$ cat config.mk
export PLATFORM = sky130hd
export DESIGN_NAME = bit_serializer_fifo
export DESIGN_NICKNAME = d
export VERILOG_FILES = /design/src/rtl/bit_serializer_fifo.sv
export SDC_FILE = /design/constraint.sdc
export NUM_CORES = 1
export LEC_CHECK = 0
export ABC_AREA = 1
export BUFFER_PORTS_ARGS = -buffer_cell sky130_fd_sc_hd__buf_2
export CAP_MARGIN = 20
export CORE_MARGIN = 8
export CORE_UTILIZATION = 45
export CTS_BUF_LIST = sky130_fd_sc_hd__clkbuf_8
export CTS_CLUSTER_DIAMETER = 30
export CTS_CLUSTER_SIZE = 25
export DETAILED_ROUTE_END_ITERATION = 12
export PLACE_DENSITY = 0.63
export RECOVER_POWER = 100
export SYNTH_ARGS = -nofsm -noshare
export SYNTH_HDL_FRONTEND = slang
export SYNTH_SLANG_ARGS = --single-unit
$ cat constraint.sdc
create_clock -name clk -period 3.1 [get_ports clk]
set_input_delay 0.155 -clock clk [delete_from_list [all_inputs] [get_ports clk]]
set_output_delay 0.155 -clock clk [all_outputs]
set_load 0.02 [all_outputs]
$ cat src/rtl/bit_serializer_fifo.sv
// bit_serializer_fifo
// Word-in / bit-out FIFO that feeds the constant-weight encoder core.
// Words of IN_W bits are written on one side. They are read back one bit per
// accepted rd_en, in MSB-first or LSB-first order. The block also provides
// frame marking (last / frame_done) and sticky overflow/underflow flags.
// Optional feature macro: SER_LEVEL_EN. When it is defined, the
// wr_word_count / rd_bit_count level ports are live. When it is undefined,
// both ports are tied to zero.
module bit_serializer_fifo #(
  parameter int IN_W       = 8,
  parameter int DEPTH      = 32,
  parameter int FRAME_BITS = 256,
  parameter bit MSB_FIRST  = 1'b1
) (
  input  logic                         clk,
  input  logic                         rst_b,
  input  logic                         start,
  input  logic [IN_W-1:0]              din,
  input  logic                         wr_en,
  input  logic                         rd_en,
  output logic                         dout,
  output logic                         dout_vld,
  output logic                         last,
  output logic                         frame_done,
  output logic                         full,
  output logic                         empty,
  output logic                         ovf,
  output logic                         udf,
  output logic [$clog2(DEPTH):0]       wr_word_count,
  output logic [$clog2(DEPTH*IN_W):0]  rd_bit_count
);

  localparam int PW    = $clog2(DEPTH);
  localparam int PTR_W = PW + 1;
  localparam int BW    = (IN_W > 1) ? $clog2(IN_W) : 1;

  localparam logic [PTR_W-1:0] PTR_ONE    = PTR_W'(1);
  localparam logic [BW-1:0]    BIT_ONE    = BW'(1);
  localparam logic [BW-1:0]    BIT_LAST   = BW'(IN_W - 1);
  localparam logic [15:0]      FRAME_LAST = 16'(FRAME_BITS - 1);

  // Word storage; no reset so it maps onto plain RAM.
  logic [IN_W-1:0] mem [DEPTH];

  logic [PTR_W-1:0] wr_ptr_reg, wr_ptr_next;
  logic [PTR_W-1:0] rd_ptr_reg, rd_ptr_next;
  logic [BW-1:0]    bit_idx_reg, bit_idx_next;
  logic [15:0]      frame_cnt_reg, frame_cnt_next;
  logic [15:0]      frame_base;
  logic             dout_reg, dout_next;
  logic             dout_vld_reg, dout_vld_next;
  logic             last_reg, last_next;
  logic             ovf_reg, ovf_next;
  logic             udf_reg, udf_next;

  logic [IN_W-1:0]  head_word;
  logic [IN_W-1:0]  head_ord;
  logic             full_int;
  logic             empty_int;
  logic             wr_ok;
  logic             rd_ok;

  // Head word of the queue. It is selected from the registered read pointer.
  assign head_word = mem[rd_ptr_reg[PW-1:0]];

  // Reorder the head word so that index bit_idx is always the next bit to send.
  // The delivery order then costs no logic in the read path.
  genvar gi;
  generate
    for (gi = 0; gi < IN_W; gi++) begin : g_order
      if (MSB_FIRST) begin : g_msb
        assign head_ord[gi] = head_word[IN_W-1-gi];
      end else begin : g_lsb
        assign head_ord[gi] = head_word[gi];
      end
    end
  endgenerate

`ifdef SER_LEVEL_EN
  logic [PTR_W-1:0]                word_cnt;
  logic [$clog2(DEPTH*IN_W):0]     bit_cnt;

  // Occupancy levels. A partially read head word still holds its slot.
  always_comb begin
    word_cnt = wr_ptr_reg - rd_ptr_reg;
    bit_cnt  = ($clog2(DEPTH*IN_W)+1)'(word_cnt) * ($clog2(DEPTH*IN_W)+1)'(IN_W)
             - ($clog2(DEPTH*IN_W)+1)'(bit_idx_reg);
  end

  assign full_int      = (word_cnt == PTR_W'(DEPTH));
  assign empty_int     = (bit_cnt == '0);
  assign wr_word_count = word_cnt;
  assign rd_bit_count  = bit_cnt;
`else
  // Pointer-only comparisons. bit_idx is nonzero only while a head word exists,
  // so equal pointers already imply that no unread bit is left.
  assign full_int      = (wr_ptr_reg[PW] != rd_ptr_reg[PW]) &&
                         (wr_ptr_reg[PW-1:0] == rd_ptr_reg[PW-1:0]);
  assign empty_int     = (wr_ptr_reg == rd_ptr_reg);
  assign wr_word_count = '0;
  assign rd_bit_count  = '0;
`endif

  // Legality uses only this cycle's registers. There is no write-through-read
  // bypass, and a same-cycle read does not free a slot for a write.
  assign wr_ok = wr_en & ~full_int;
  assign rd_ok = rd_en & ~empty_int;

  // Store an accepted write word at the tail.
  always_ff @(posedge clk) begin
    if (wr_ok) begin
      mem[wr_ptr_reg[PW-1:0]] <= din;
    end
  end

  // Next-state logic for pointers, bit cursor, framing and sticky flags.
  always_comb begin
    wr_ptr_next    = wr_ptr_reg;
    rd_ptr_next    = rd_ptr_reg;
    bit_idx_next   = bit_idx_reg;
    dout_next      = dout_reg;
    dout_vld_next  = 1'b0;
    last_next      = 1'b0;
    // start restarts the frame. A read in the same cycle becomes bit 1 of the new frame.
    frame_base     = start ? 16'd0 : frame_cnt_reg;
    frame_cnt_next = frame_base;
    ovf_next       = start ? 1'b0 : ovf_reg;
    udf_next       = start ? 1'b0 : udf_reg;

    // An offending request in the same cycle as start still sets the flag.
    if (wr_en && full_int) begin
      ovf_next = 1'b1;
    end
    if (rd_en && empty_int) begin
      udf_next = 1'b1;
    end

    if (wr_ok) begin
      wr_ptr_next = wr_ptr_reg + PTR_ONE;
    end

    if (rd_ok) begin
      dout_next     = head_ord[bit_idx_reg];
      dout_vld_next = 1'b1;
      if (bit_idx_reg == BIT_LAST) begin
        bit_idx_next = '0;
        rd_ptr_next  = rd_ptr_reg + PTR_ONE;
      end else begin
        bit_idx_next = bit_idx_reg + BIT_ONE;
      end
      if (frame_base == FRAME_LAST) begin
        frame_cnt_next = 16'd0;
        last_next      = 1'b1;
      end else begin
        frame_cnt_next = frame_base + 16'd1;
      end
    end
  end

  // State and output registers. Reset clears everything except RAM contents,
  // which become unreachable once the pointers are zeroed.
  always_ff @(posedge clk or negedge rst_b) begin
    if (!rst_b) begin
      wr_ptr_reg    <= '0;
      rd_ptr_reg    <= '0;
      bit_idx_reg   <= '0;
      frame_cnt_reg <= 16'd0;
      dout_reg      <= 1'b0;
      dout_vld_reg  <= 1'b0;
      last_reg      <= 1'b0;
      ovf_reg       <= 1'b0;
      udf_reg       <= 1'b0;
    end else begin
      wr_ptr_reg    <= wr_ptr_next;
      rd_ptr_reg    <= rd_ptr_next;
      bit_idx_reg   <= bit_idx_next;
      frame_cnt_reg <= frame_cnt_next;
      dout_reg      <= dout_next;
      dout_vld_reg  <= dout_vld_next;
      last_reg      <= last_next;
      ovf_reg       <= ovf_next;
      udf_reg       <= udf_next;
    end
  end

  assign dout       = dout_reg;
  assign dout_vld   = dout_vld_reg;
  assign last       = last_reg;
  assign frame_done = last_reg;
  assign full       = full_int;
  assign empty      = empty_int;
  assign ovf        = ovf_reg;
  assign udf        = udf_reg;

endmodule

# Word-level counts from Yosys, hierarchy flattened
# Memories as Yosys holds them, arrays and structs flattened.
# Index checks and enable logic that the tools add are counted.
[totals]
reg_bits = 36
mem_bits_rw = 256
inputBits = 13
output_inout_bits = 23
wordCells = 44
n_memories = 1
[mem_list]
columns = ["memory", "depth", "width", "read_ports", "rd_clocked_by_memory_dff", "write_ports", "line", "rtl"]
rows = [
  ["mem", 32, 8, 1, 0, 1, "43", "logic [IN_W-1:0] mem [DEPTH];"],
]
[op_classes]
addsub = 4
magnitude_cmp = 1
eq_ne = 5
muxes = 14
n_bitwise = 4
n_reduce_logical = 6
[op_table]
columns = ["operator", "n"]
rows = [
  ["two-way mux 16 bit", 3],
  ["adder 16 x 1 -> 16 bit (second input constant)", 1],
  ["== test 16 x 8 -> 1 bit (second input constant)", 1],
  ["adder 6 x 1 -> 6 bit (second input constant)", 2],
  ["two-way mux 1 bit", 9],
  ["== test 6 bit", 1],
  ["== test 5 bit", 1],
  ["< comparator 3 x 4 -> 1 bit (second input constant)", 1],
  ["nonzero test 2 bit", 2],
  ["adder 3 x 1 -> 3 bit (second input constant)", 1],
  ["binary-select mux 1 bit (select 3 bit)", 1],
  ["== test 3 bit (second input constant)", 1],
  ["logical AND 1 bit", 3],
  ["two-way mux 3 bit", 1],
  ["AND 1 bit", 2],
  ["inverter 1 bit", 2],
  ["AND reduction 2 bit", 1],
  ["inequality test 1 bit", 1],
]

# Logic depth before layout (Yosys ltp)
[depth]
depth_word = 6
mapped_depth = 16

# Worst setup path after synthesis
# Ideal clock, no wire load.
[synth_path]
path_type = "reg-to-reg"
start = "register rd_ptr_reg[1]"
end = "memory mem[31][0], enable pin"
arrival_ns = 1.636
required_time_ns = 2.730
setup_slack_ns = 1.094
path_stages_with_launch = 11
path_buffers = 1
period_less_slack_ns = 2.006
cell_sequence = "dfrtp_1 buf_2 xor2_1 nor3_1 nand2_1 nor2_1 nand2_1 nand2_1 nor2_1 nand3_1 nor2_1"
[synth_via]
elab_chain_len = 6
[synth_lines]
columns = ["element", "line", "rtl"]
rows = [
  ["start, declared", "46", "logic [PTR_W-1:0] rd_ptr_reg, rd_ptr_next;"],
  ["start signal, assigned", "175", "rd_ptr_reg <= rd_ptr_next;"],
  ["== test 5 bit", "98", "(wr_ptr_reg[PW-1:0] == rd_ptr_reg[PW-1:0]);"],
  ["logical AND 1 bit", "97", "assign full_int = (wr_ptr_reg[PW] != rd_ptr_reg[PW]) &&"],
  ["inverter 1 bit", "106", "assign wr_ok = wr_en & ~full_int;"],
  ["AND 1 bit", "106", ""],
  ["two-way mux 1 bit", "111", "if (wr_ok) begin"],
  ["two-way mux 1 bit (implied by the code)", "112", "mem[wr_ptr_reg[PW-1:0]] <= din;"],
  ["end, declared", "43", ""],
]
# No other way between the ends.

# Worst setup path in the final report
[layout_path]
start = "register rd_ptr_reg[3]"
end = "memory mem[21][5], enable pin"
# Same word-level chain as after synthesis.

==> reports/metrics.yaml <==
status:
  status: "finished with violations"
  failed_checks: "capacitance limit, slew limit"
placed_design:
  place.detailed.instances: 1566
  hpwl_dp_mm: 17.75
  gp_routability_congestion: 0.9178
  pre_cts_slack_ns: 0.4032
  place.port_buffers: 20
die:
  core_region_area_sq_um: 27860
  ios: 36
  initial_utilization: 0.4582
  die_y_um: 184.4
  site_row_count: 61
  dieArea_sq_um: 34010
  chipWidth_um: 184.4
global_route:
  grt_remaining_overflow: 0
  antenna_found_initial: 0
  first_global_vias: 8549
  groute.usage.overall: 0.1803
  maximum_number_of_pins_on_one_net_before_global_route_repair: 140
  global_route_wire_length_before_repair_mm: 47.38
timing:
  rsz_0062_raised_after_global_routing: "false"
  report.final.slew_viol_count: 301
  holdWs_ns: 0.3473
  setup_total_negative_slack_ns: 0
  min_period_ns: 2.735
  final_period_utilization: 0.8821
  finalWorstSetupSlack_ns: 0.3654
  timing.fmax_mhz: 365.7
  timing.max_slew.rel_slack: -0.3717
  worst-slew-pin-transition_ns: 2.057
  fin_worst_skew_ns: 0.03653
  setup-violations-final: 0
  timing.final.hold_violations: 0
critical_path:
  worstPathArrival_ns: 2.93
  crit_fanout: 18
  worst_r2r_path_depth: 10
  setup.worst_path.end_class: "register"
  worstSetupStartpointType: "register"
  critPathRequiredTime_ns: 3.30
  crit_type: "register to register"
clocking:
  worstSkewPairLatency_ns: 0.60
  clockBufferDepth: 3
  cts-htree-levels: 2
  number_of_buffers_created_by_cts: 57
  cts_sinks: 292
  clock_tree_from_tritoncts: "yes"
  clkTransAtPathRegs_ns: 0.06
  cts_resized: 0
  ctsRootBufferMaster: "sky130_fd_sc_hd__clkbuf_8"
yosys:
  number_of_flops_mapped_to_enable_cells_by_yosys: 256
  synth.avg_cell_area_sq_um: 10.49
  synthTopCellsByArea: "sky130_fd_sc_hd__edfxtp_1, sky130_fd_sc_hd__nand2_1, sky130_fd_sc_hd__dfrtp_1"
  netlist.area_leader.share: 0.6023
  area_leader_netlist: "sky130_fd_sc_hd__edfxtp_1"
  synthMostInstantiatedCell: "sky130_fd_sc_hd__nand2_1"
  ys_top_cells_by_count: "sky130_fd_sc_hd__nand2_1, sky130_fd_sc_hd__edfxtp_1, sky130_fd_sc_hd__nor2_1"
  synth_async_sr_flop_share: 0.1233
  yosysWarningCount: 0
  ys_seq_area_frac: 0.6729
  yosys.cell_types.count: 32
  synth.cell_area_sq_um: 12760
  synthesis.instances: 1217
  ys_seq_elements: 292
  synth-main-ff-cell: "sky130_fd_sc_hd__edfxtp_1"
drt:
  wl_cell_um: 18.06
  vias_per_cell: 5.113
  drtPass1Iterations: 5
  drt_drc_violations_left: 0
  detail_route.wirelength_mm: 30.23
  drt_first_iter_violations: 711
  final_antenna_net_count: 0
  routed-via-count: 8559
final_layout:
  final-instance-count-excl-fill: 1674
  final.fill_count: 2495
  layout-drive-gt1-share: 0.08333
  largest_reg_flops: 256
  flow.area_growth_from_synthesis_pct: 12.73
  insertedDiodeCount: 0
  fin_nets: 1272
power:
  cell_internal_pwr_mw: 8.168
  design_power_total_mw: 12.71
  static-leakage-power_nw: 5.505
  vdd_drop_max_uv: 602.5
  power-per-cell-area_nw_per_um2: 883.3
  p_switching_mw: 4.541
  power.clock.fraction: 0.337
  seq_power_share: 0.380
  netSwitchingFraction: 0.3573
  proportion_of_power_drawn_by_combinational_gates: 0.283
min_path:
  min_path_cells: 3
  worst_min_delay_path_class: "primary input to register"
job:
  max_cap_violations: 9
kinds of logic after synthesis:
group           Yosys count  share of synthesized area
other cells               1                  0.0002938
mux                       1                  0.0008822
flops                   292                     0.6729
xor+xnor                 25                    0.01716
compound gates           89                    0.03715
simple gates            641                     0.2067
buf+inv                 160                    0.05705
fa+ha+maj                 8                   0.007843
power groups by stage:
| stage | clock network [mW] | logic [mW] | registers [mW] |
|---|---|---|---|
| finish | 4.29 | 3.60 | 4.83 |
| global route | 4.55 | 4.02 | 4.86 |
| floorplan | 0 | 2.65 | 4.81 |
| global placement | 0 | 3.55 | 4.88 |
| detailed placement | 0 | 3.58 | 4.89 |
| CTS | 4.36 | 3.61 | 4.82 |
worst max-delay path, stage by stage (launching register included):
cell and delay, ns:
sky130_fd_sc_hd__dfrtp_1 0.45, sky130_fd_sc_hd__inv_2 0.19, sky130_fd_sc_hd__nand2_1 0.11, sky130_fd_sc_hd__a21oi_1 0.07, sky130_fd_sc_hd__nand2_1 0.06, sky130_fd_sc_hd__nor2_1 0.05
sky130_fd_sc_hd__nand2_1 0.07, sky130_fd_sc_hd__nand2_1 0.13, sky130_fd_sc_hd__inv_1 0.15, sky130_fd_sc_hd__nand2_1 0.40, sky130_fd_sc_hd__nor2_1 0.66
final cells by class:
class | count | area (sq um) | area share
clock inverters | 47 | 513.0 | 0.03565
well taps | 378 | 473.0 | 0.03287
inverters | 88 | 331.6 | 0.02304
repair buffers | 33 | 203.9 | 0.01417
clock buffers | 57 | 784.5 | 0.05452
multi-input cells | 779 | 3490 | 0.2425
flip-flops and latches | 292 | 8593 | 0.5972
through the flow:
step	utilization	area, sq um
floorplan	-	12820
global placement	0.4699	13090
detailed placement	0.4699	13090
CTS	0.5179	14430
global route	0.5165	14390
finish	0.5165	14390
metal layers:
metal  global-route usage  wire, um
met5                    0         0
met4              0.07357       998
met3              0.03505      2030
met2               0.2924     14180
met1               0.2353     13020
layout by cell type (no fill, tap or decap), drive strengths merged:
| cell type | count |
|---|---|
| or2 | 1 |
| inv | 100 |
| xor2 | 23 |
| bufinv | 9 |
| nand3b | 1 |
| ha | 8 |
| nand2 | 311 |
| o211ai | 7 |
| buf | 10 |
| a32oi | 1 |
| nor2 | 170 |
| dlygate4sd3 | 4 |
| nor3b | 1 |
| dfrtp | 36 |
| and3 | 1 |
| nor3 | 7 |
| a22o | 2 |
| nor4 | 7 |
| clkinv | 19 |
| mux2 | 1 |
| clkbuf | 76 |
| a21oi | 17 |
| conb | 15 |
| edfxtp | 256 |
| clkinvlp | 7 |
| xnor2 | 2 |
| nand3 | 137 |
| nand4 | 5 |
| o21ai | 62 |
worst paths after layout:
check	from	end	slack, ns
hold reg to reg	wr_ptr_reg[5]	wr_ptr_reg[5]	0.49
setup reg to reg	rd_ptr_reg[3]	mem[21][5]	0.37
setup / recovery	rd_ptr_reg[3]	mem[21][5]	0.37
min in group asynchronous	rst_b	frame_cnt_reg[9]	0.65
max in group asynchronous	rst_b	rd_ptr_reg[0]	1.02
hold / removal	rd_en	udf	0.35
repair_timing:
item | in CTS | in global routing
hold endpoints to repair | 42 | 0
hold buffers | 4 | 0
endpoints found under the setup margin | 0 | 0
setup buffers | 0 | 0
Power figures use the tool's default switching activity.
